[config.mk]
export PLATFORM = sky130hd
export DESIGN_NAME = wb_priority_arbiter
export DESIGN_NICKNAME = d
export VERILOG_FILES = /design/src/rtl/riscv_types_pkg.sv /design/src/rtl/wb_age_priority_enc.sv /design/src/rtl/wb_priority_arbiter.sv
export SDC_FILE = /design/constraint.sdc
export NUM_CORES = 1
export LEC_CHECK = 0
export CAP_MARGIN = 20
export CORE_AREA = 2 2 721 723
export DETAILED_ROUTE_END_ITERATION = 8
export DIE_AREA = 0 0 723 725
export GPL_ROUTABILITY_DRIVEN = 0
export HOLD_SLACK_MARGIN = 0.02
export PLACE_DENSITY = 0.3
export SLEW_MARGIN = 20
export SYNTH_ARGS = -nofsm -noshare
export SYNTH_HDL_FRONTEND = slang
export SYNTH_HIERARCHICAL = 1
export SYNTH_SLANG_ARGS = --single-unit
export TNS_END_PERCENT = 1
[constraint.sdc]
create_clock -name clk -period 12.6 [get_ports clk]
set_clock_uncertainty 0.2 [all_clocks]
set_input_delay 1.89 -clock clk [delete_from_list [all_inputs] [get_ports clk]]
set_output_delay 1.89 -clock clk [all_outputs]
set_load 0.02 [all_outputs]
[src/rtl/riscv_types_pkg.sv]
// Shared writeback-path types: pipeline-signal bus, its NOP encoding and the
// mapping from execution units to arbiter request indices.
package riscv_types;

    localparam int EXE_BUS_W = 151;

    typedef logic [EXE_BUS_W-1:0] exe_p_mux_bus_type;

    localparam logic [11:0]       WB_NOP_CODE = 12'h208;
    localparam exe_p_mux_bus_type WB_NOP_BUS  = exe_p_mux_bus_type'(WB_NOP_CODE);

    // Request index order follows the legacy latency-ordered priority: longest first.
    typedef enum logic [3:0] {
        FDIV     = 4'd0,
        FMUL     = 4'd1,
        FADD_SUB = 4'd2,
        DIV      = 4'd3,
        MUL      = 4'd4,
        FSQRT    = 4'd5,
        R4       = 4'd6,
        FP       = 4'd7,
        ALU      = 4'd8
    } wb_unit_idx_e;

endpackage

[src/rtl/wb_age_priority_enc.sv]
// One-hot grant: lowest-index aged requester if any request has aged out,
// otherwise the lowest-index valid requester.
module wb_age_priority_enc
    import riscv_types::*;
#(
    parameter int NUM_UNITS = 9
) (
    input  logic [NUM_UNITS-1:0] valid,
    input  logic [NUM_UNITS-1:0] aged,
    output logic [NUM_UNITS-1:0] grant
);

    logic [NUM_UNITS-1:0] cand;

    assign cand  = (|aged) ? aged : valid;
    // Isolate the lowest set bit of the candidate vector.
    assign grant = cand & (~cand + NUM_UNITS'(1));

endmodule

[src/rtl/wb_priority_arbiter.sv]
// Writeback arbiter: fixed-priority select with age override, registered
// single-entry output stage with valid/ready backpressure and flush.
module wb_priority_arbiter
    import riscv_types::*;
#(
    parameter int NUM_UNITS = 9,
    parameter int DATA_W    = 32,
    parameter int BUS_W     = 151,
    parameter int AGE_LIMIT = 15,
    parameter int AGE_W     = 8,
    localparam int IDX_W    = (NUM_UNITS > 1) ? $clog2(NUM_UNITS) : 1
) (
    input  logic                        clk,
    input  logic                        reset_n,
    input  logic                        flush,
    input  logic [NUM_UNITS-1:0]        req_valid,
    input  logic [NUM_UNITS*DATA_W-1:0] req_result,
    input  logic [NUM_UNITS*BUS_W-1:0]  req_bus,
    output logic [NUM_UNITS-1:0]        req_ready,
    output logic                        out_valid,
    input  logic                        out_ready,
    output logic [DATA_W-1:0]           out_result,
    output logic [BUS_W-1:0]            out_bus,
    output logic [IDX_W-1:0]            out_unit
);

    localparam logic [BUS_W-1:0] NOP_BUS = BUS_W'(WB_NOP_BUS[11:0]);

    generate
        if (AGE_LIMIT < 1 || AGE_LIMIT > (2**AGE_W) - 1) begin : g_bad_age_cfg
            $error("wb_priority_arbiter: AGE_LIMIT must be in 1..2**AGE_W-1");
        end
        if (BUS_W < 12) begin : g_bad_bus_cfg
            $error("wb_priority_arbiter: BUS_W must hold the 12-bit NOP code");
        end
    endgenerate

    logic [NUM_UNITS-1:0][AGE_W-1:0] age_reg;
    logic [NUM_UNITS-1:0][AGE_W-1:0] age_next;
    logic [NUM_UNITS-1:0]            aged;
    logic [NUM_UNITS-1:0]            grant_raw;
    logic                            load;
    logic                            grant_en;
    logic                            take;
    logic [DATA_W-1:0]               sel_result;
    logic [BUS_W-1:0]                sel_bus;
    logic [IDX_W-1:0]                sel_idx;

    assign load      = !out_valid || out_ready;
    assign grant_en  = reset_n && load && !flush;
    assign req_ready = grant_en ? grant_raw : '0;
    assign take      = |req_ready;

    generate
        for (genvar gi = 0; gi < NUM_UNITS; gi++) begin : g_age
            assign aged[gi] = req_valid[gi] && (age_reg[gi] >= AGE_W'(AGE_LIMIT));
            // Age only advances on cycles where the output stage could have accepted.
            assign age_next[gi] =
                (flush || !req_valid[gi] || req_ready[gi]) ? '0 :
                (load && age_reg[gi] != {AGE_W{1'b1}})     ? age_reg[gi] + AGE_W'(1) :
                                                             age_reg[gi];
        end
    endgenerate

    wb_age_priority_enc #(
        .NUM_UNITS (NUM_UNITS)
    ) u_enc (
        .valid (req_valid),
        .aged  (aged),
        .grant (grant_raw)
    );

    always_comb begin
        sel_result = '0;
        sel_bus    = '0;
        sel_idx    = '0;
        for (int i = 0; i < NUM_UNITS; i++) begin
            if (grant_raw[i]) begin
                sel_result = req_result[i*DATA_W +: DATA_W];
                sel_bus    = req_bus[i*BUS_W +: BUS_W];
                sel_idx    = IDX_W'(i);
            end
        end
    end

    always_ff @(posedge clk or negedge reset_n) begin
        if (!reset_n) begin
            age_reg    <= '0;
            out_valid  <= 1'b0;
            out_result <= '0;
            out_bus    <= NOP_BUS;
            out_unit   <= '0;
        end else begin
            age_reg <= age_next;
            if (flush || (load && !take)) begin
                out_valid  <= 1'b0;
                out_result <= '0;
                out_bus    <= NOP_BUS;
                out_unit   <= '0;
            end else if (take) begin
                out_valid  <= 1'b1;
                out_result <= sel_result;
                out_bus    <= sel_bus;
                out_unit   <= sel_idx;
            end
        end
    end

endmodule
==> qor.txt, run 1 <==
nature of the critical path startpoint - primary input
final critical-path share of the clock period - 65.5%
type of the worst setup path - primary input to primary output
Detailed Route Iter0 Violations - 3703
Synth Net Count - 4474
final setup TNS - 0 ps
max FFs per register - 151
worst min-delay path class - flop to flop
reg-to-reg critical path endpoint - out_bus[54]$_DFFE_PN0P_
number of cells in the design after placement - 11427
number of I/O port buffers - 1856
count of TritonRoute iterations in the first routing pass - 6
clock transition at the register clock pins on the worst setup and hold paths after CTS - 60 ps
minimum period implied by the final worst setup slack - 8250 ps
total number of H-tree levels - 2
Min-Delay Startpoint - out_unit[0]$_DFFE_PN0P_
fraction of layout instances using a drive strength above 1 - 7.67%
final standard cell count with taps included and fillers excluded - 11656
post-synthesis sequential area ratio - 29.5%
number of max-slew violations in the final report - 0
Hold EP - out_unit[0]$_DFFE_PN0P_
width of the chip - 723 µm
CTS Root Cell - sky130_fd_sc_hd__clkbuf_16
EDFF count, synth - 0
Antenna Violating Nets Remaining - 0
total core area - 516000 µm²
R2R cell count - 14
DR vias/cell - 3.16
Yosys warnings - 6
Worst EP arrival - 6160 ps
Wirelength per Cell - 38.7 µm
Max IR drop VDD - 0.107 mV
biggest fanout along the worst timing path - 21
clock tree from TritonCTS - built
number of antenna violations at the first check in global routing - 478
Setup-failing EPs final - 0
global-route wire length before repair - 533000 µm
number of nets in the final layout - 6230
clk_lat worst skew - 780 ps
Remaining DRCs - 0
Power Density - 73.8 nW/µm²
max-slew headroom at the worst pin - 8.40%
Netlist cell types - 58
CTS Buffer Depth - 3
RSZ-0062 raised after global routing - no
vias in the first global route - 36102
total wirelength of the detailed-routed design - 451000 µm
number of top-level design ports - 1857
total congestion overflow after global routing - 0
number of buffers inserted by hold repair at cts - 0
Seq cells post-synth - 260
outcome - completed
synthesis-to-layout area growth - 136%
Inserted Clock Buffers - 48
Vias - 36779
dominant synthesized flop cell - sky130_fd_sc_hd__dfrtp_1
CTS sink count - 260
transition time at the pin with the least slew margin - 1370 ps
initial standard-cell utilization of the core - 4.27%
leading cell type in the layout, fill and taps excluded - sky130_fd_sc_hd__clkdlybuf4s50_1
Post-Synthesis Cells - 2805
placed wire-length estimate after detailed placement - 398000 µm
total setup buffers inserted after CTS - 0
final-layout fill cell count - 60014
total leakage power - 16.9 nW
most frequent cells in the layout - sky130_fd_sc_hd__clkdlybuf4s50_1 (1855), sky130_fd_sc_hd__nand2_1 (389), sky130_fd_sc_hd__a221oi_1 (347), sky130_fd_sc_hd__dfrtp_1 (258), sky130_fd_sc_hd__o21ai_0 (176)
required time reported for the critical path endpoint - 10510 ps
RR Startpoint - age_reg[12]$_DFFE_PN0P_
height of the chip - 725 µm
f_max - 121 MHz
worst hold path stage count - 2
worst reg2reg setup slack - 5990 ps
combined global-route utilization of all metal layers - 16.5%
critical path capture point type - primary output
largest net degree at the start of global routing - 126
die area - 524000 µm²
area of the mapped netlist - 22100 µm²
Hold Fails Final Rpt - 0
post-cts repair resize count - 0
Max-Cap Viols - 0
Site Rows - 264
average cell area after synthesis - 7.86 µm²
async set-reset flop share out of synthesis - 100%
==> logic make-up after synthesis <==
kind of cell / synth area share, %
AO/OA/AOI/OAI: 40.8
XOR/XNOR: 2.07
adder cells (fa/ha/maj): 0.511
buffers and inverters: 6.63
flip-flops: 29.5
multiplexers: 0.409
AND/OR/NAND/NOR: 20.1
==> worst max-delay path: stages <==
cell	delay [ps]
sky130_fd_sc_hd__clkdlybuf4s50_1	640
sky130_fd_sc_hd__o21a_1	250
sky130_fd_sc_hd__or4_4	480
sky130_fd_sc_hd__nor3_4	360
sky130_fd_sc_hd__a21oi_1	180
sky130_fd_sc_hd__nor3b_4	360
sky130_fd_sc_hd__buf_4	580
sky130_fd_sc_hd__nand3_1	180
sky130_fd_sc_hd__buf_4	220
sky130_fd_sc_hd__inv_8	280
sky130_fd_sc_hd__clkdlybuf4s50_1	680
==> how the worst max path moves through the flow <==
stage | startpoint | end | cells past startpoint
after floorplan | req_valid[0] | req_ready[8] | 9
after global placement | req_valid[8] | req_ready[8] | 11
after detailed placement | req_valid[8] | req_ready[8] | 11
after CTS | req_valid[8] | req_ready[8] | 11
after global routing | req_valid[8] | req_ready[8] | 11
final | req_valid[8] | req_ready[8] | 11
==> metal layers <==
layer	GRT usage, %	routed length (µm)	vias to the layer above
met5	0	1420	-
met4	3.14	12200	206
met3	6.09	45800	869
met2	29.3	221000	2546
met1	18.8	171000	18321
li1	-	-	14837
==> Yosys cell counts, types with 40 or more instances <==
master	count	area share (%)
sky130_fd_sc_hd__a22oi_1	166	5.7
sky130_fd_sc_hd__clkbuf_1	262	4.5
sky130_fd_sc_hd__nor2_1	82	1.4
sky130_fd_sc_hd__dfrtp_1	258	29
sky130_fd_sc_hd__nor2b_1	171	4.9
sky130_fd_sc_hd__nand2_1	390	6.6
sky130_fd_sc_hd__nand3_1	167	3.8
sky130_fd_sc_hd__o31ai_1	161	5.5
sky130_fd_sc_hd__o21ai_0	196	4.4
sky130_fd_sc_hd__o221ai_1	175	6.9
sky130_fd_sc_hd__buf_2	44	1.0
sky130_fd_sc_hd__xor2_1	40	1.6
sky130_fd_sc_hd__a221oi_1	375	15
==> power breakdown <==
| part | total, W | leakage [nW] | switching [W] | internal (W) |
|---|---|---|---|---|
| logic | 0.00139 | 12.5 | 0.000722 | 0.000665 |
| registers | 0.000894 | 3.57 | 0.0000273 | 0.000867 |
| clock network | 0.00156 | 0.835 | 0.000680 | 0.000878 |
| total | 0.00384 | 16.9 | 0.00143 | 0.00241 |
==> stage by stage <==
step                      hold slack (ps)  setup slack, ps  cell area [µm²]  utilization (%)  power, W
after floorplan                       293             6420            22100                -   0.00119
after global placement                271             4200            49800             9.66   0.00234
after detailed placement              274             4340            49900             9.68   0.00234
after CTS                             290             4320            51600             10.0   0.00397
after global routing                  311             4250            51800             10.0   0.00401
final                                 288             4350            52000             10.1   0.00384
==> layout make-up <==
| cell class | count | area [µm²] | area share [%] |
|---|---|---|---|
| inverters | 31 | 131 | 0.253 |
| repair buffers | 2039 | 20100 | 38.7 |
| clock inverters | 26 | 382 | 0.734 |
| well taps | 6916 | 8650 | 16.6 |
| flip-flops and latches | 260 | 6510 | 12.5 |
| multi-input cells | 2181 | 14500 | 27.9 |
| clock buffers | 63 | 1340 | 2.57 |
| diodes | 140 | 350 | 0.674 |
Power figures use the tool's default switching activity.
==> inputs of run 2 (changes only) <==
- CORE_AREA: 2 2 721 723 -> 2 2 731 733
- DIE_AREA: 0 0 723 725 -> 0 0 733 735
- clock period: 12.6 -> 8.64 ns (I/O delays scaled with it)
==> qor.txt, run 2 (synthesis results as in run 1) <==
outcome - completed
clock transition at the register clock pins on the worst setup and hold paths after CTS - 60 ps (about the same)
initial standard-cell utilization of the core - 4.15% (-0.12 points)
die area - 539000 µm² (+2.8%)
Detailed Route Iter0 Violations - 3404 (-8.1%)
required time reported for the critical path endpoint - 7140 ps (-3370 ps)
worst hold slack across all endpoints - 285 ps (-2.35 ps)
max FFs per register - 151 (unchanged)
Wirelength per Cell - 40.2 µm (+3.8%)
Setup-failing EPs final - 0 (unchanged)
synthesis-to-layout area growth - 138%
total setup buffers inserted after CTS - 0 (unchanged)
Site Rows - 268 (+1.5%)
number of top-level design ports - 1857 (unchanged)
final setup TNS - 0 ps (unchanged)
total congestion overflow after global routing - 0 (unchanged)
type of the worst setup path - flop to primary output
critical path capture point type - primary output
DR vias/cell - 3.15 (-0.19%)
global-route wire length before repair - 558000 µm (+4.5%)
number of I/O port buffers - 1856 (unchanged)
clock tree from TritonCTS - built
number of nets in the final layout - 6265 (+0.56%)
final critical-path share of the clock period - 77.8%
most frequent cells in the layout - sky130_fd_sc_hd__clkdlybuf4s50_1 (1853), sky130_fd_sc_hd__nand2_1 (390), sky130_fd_sc_hd__a221oi_1 (349), sky130_fd_sc_hd__dfrtp_1 (258), sky130_fd_sc_hd__buf_4 (194)
combined global-route utilization of all metal layers - 16.8% (+0.33 points)
Power Density - 107 nW/µm² (+44%)
CTS Root Cell - sky130_fd_sc_hd__clkbuf_16
placed wire-length estimate after detailed placement - 421000 µm (+5.7%)
width of the chip - 733 µm (+1.4%)
worst min-delay path class - flop to flop
f_max - 149 MHz
total wirelength of the detailed-routed design - 474000 µm (+5.1%)
cell internal power dissipation - 0.00349 W (+45%)
Vias - 37164 (+1.0%)
CTS Buffer Depth - 3 (unchanged)
number of buffers inserted by hold repair at cts - 0 (unchanged)
minimum period implied by the final worst setup slack - 6720 ps
Inserted Clock Buffers - 47 (-2.1%)
total leakage power - 17.1 nW (+1.2%)
leading cell type in the layout, fill and taps excluded - sky130_fd_sc_hd__clkdlybuf4s50_1
sequential fraction of design power - 23.3% (about the same)
clk_lat worst skew - 760 ps (-20 ps)
total number of H-tree levels - 2 (unchanged)
post-route worst setup slack - 1920 ps (-2440 ps)
post-placement setup slack - 2060 ps (-2290 ps)
clock network fraction of total power - 39.2% (-1.4 points)
max-slew headroom at the worst pin - 7.36% (-1.0 points)
Post-Route Utilization - 9.89% (-0.19 points)
switching power as a share of total power - 37.6% (+0.37 points)
number of max-slew violations in the final report - 0 (unchanged)
post-cts repair resize count - 0 (unchanged)
Hold Fails Final Rpt - 0 (unchanged)
largest net degree at the start of global routing - 94 (-25%)
Max-Cap Viols - 0 (unchanged)
Antenna Violating Nets Remaining - 0 (unchanged)
count of TritonRoute iterations in the first routing pass - 8 (+2)
fraction of layout instances using a drive strength above 1 - 8.38% (+0.70 points)
combinational power share - 37.5% (+1.4 points)
Max IR drop VDD - 0.176 mV (+65%)
transition time at the pin with the least slew margin - 1390 ps (+15.6 ps)
CTS sink count - 260 (unchanged)
vias in the first global route - 36594 (+1.4%)
net load switching power - 0.00210 W (+47%)
height of the chip - 735 µm (+1.4%)
Remaining DRCs - 0 (unchanged)
Worst EP arrival - 5230 ps (-930 ps)
biggest fanout along the worst timing path - 8 (-62%)
total core area - 531000 µm² (+2.9%)
nature of the critical path startpoint - flop
number of antenna violations at the first check in global routing - 517 (+8.2%)
RSZ-0062 raised after global routing - no
run 2: changes by cell type in the layout (fill, tap and decap cells not counted), sizes merged:
cell           delta
diode            +10
inv               -2
clkbuf            -3
buf              +38
clkdlybuf4s50     -2
run 2: layer usage:
layer  vias up  part of all wire [%]  wire length [µm]  GRT usage, %
met3       922                    10             48700          7.07
li1      14901                     -                 -             -
met5         -                  0.36              1700             0
met1     18475                    38            181000          19.0
met2      2610                    48            228000          29.4
met4       256                   3.1             14500          3.47
run 2: through the flow:
step                      std cells  area [µm²]  total power, W
after floorplan                2805       22100         0.00173
after global placement        11564       50400         0.00349
after detailed placement      11567       50500         0.00349
after CTS                     11651       52200         0.00578
after global routing          11728       52300         0.00582
final                         11801       52500         0.00560
run 2: cell type report:
cell class                 instances  area [µm²]
clock buffer                      60        1280
timing repair buffer            2075       20500
fill                           61723      479000
tap                             7020        8780
multi-input combinational       2181       14500
clock inverter                    24         364
inverter                          31         131
sequential                       260        6510
antenna                          150         375
run 2: path summary, 6_finish.rpt:
check                                             start                      end  slack, ps  cells after the start
worst max-delay path             age_reg[4]$_DFFE_PN0P_             req_ready[8]       1920                      9
worst min-delay path            out_bus[78]$_DFFE_PN0P_  out_bus[78]$_DFFE_PN0P_        290                      2
worst max register to register   age_reg[4]$_DFFE_PN0P_  out_bus[38]$_DFFE_PN0P_       2720                     13
worst min register to register  out_bus[78]$_DFFE_PN0P_  out_bus[78]$_DFFE_PN0P_        290                      2
max in group asynchronous                       reset_n  out_bus[36]$_DFFE_PN0P_       5800                      3
min in group asynchronous                       reset_n  age_reg[15]$_DFFE_PN0P_        310                      1
run 2: power by group through the flow:
| stage | Combinational (W) | Clock, W | Sequential [W] |
|---|---|---|---|
| finish | 0.00210 | 0.00219 | 0.00130 |
| floorplan | 0.000372 | 0 | 0.00136 |
| global placement | 0.00216 | 0 | 0.00133 |
| CTS | 0.00218 | 0.00230 | 0.00130 |
| global route | 0.00221 | 0.00231 | 0.00131 |
| detailed placement | 0.00216 | 0 | 0.00133 |
run 2: critical path, cell delays in order (launching register included):
cell	delay, ps
sky130_fd_sc_hd__dfrtp_1	430
sky130_fd_sc_hd__or4_1	610
sky130_fd_sc_hd__o21a_1	260
sky130_fd_sc_hd__or4_4	590
sky130_fd_sc_hd__nor3_4	340
sky130_fd_sc_hd__a21oi_1	180
sky130_fd_sc_hd__nor3b_4	310
sky130_fd_sc_hd__nand3_1	610
sky130_fd_sc_hd__inv_8	400
sky130_fd_sc_hd__clkdlybuf4s50_1	660
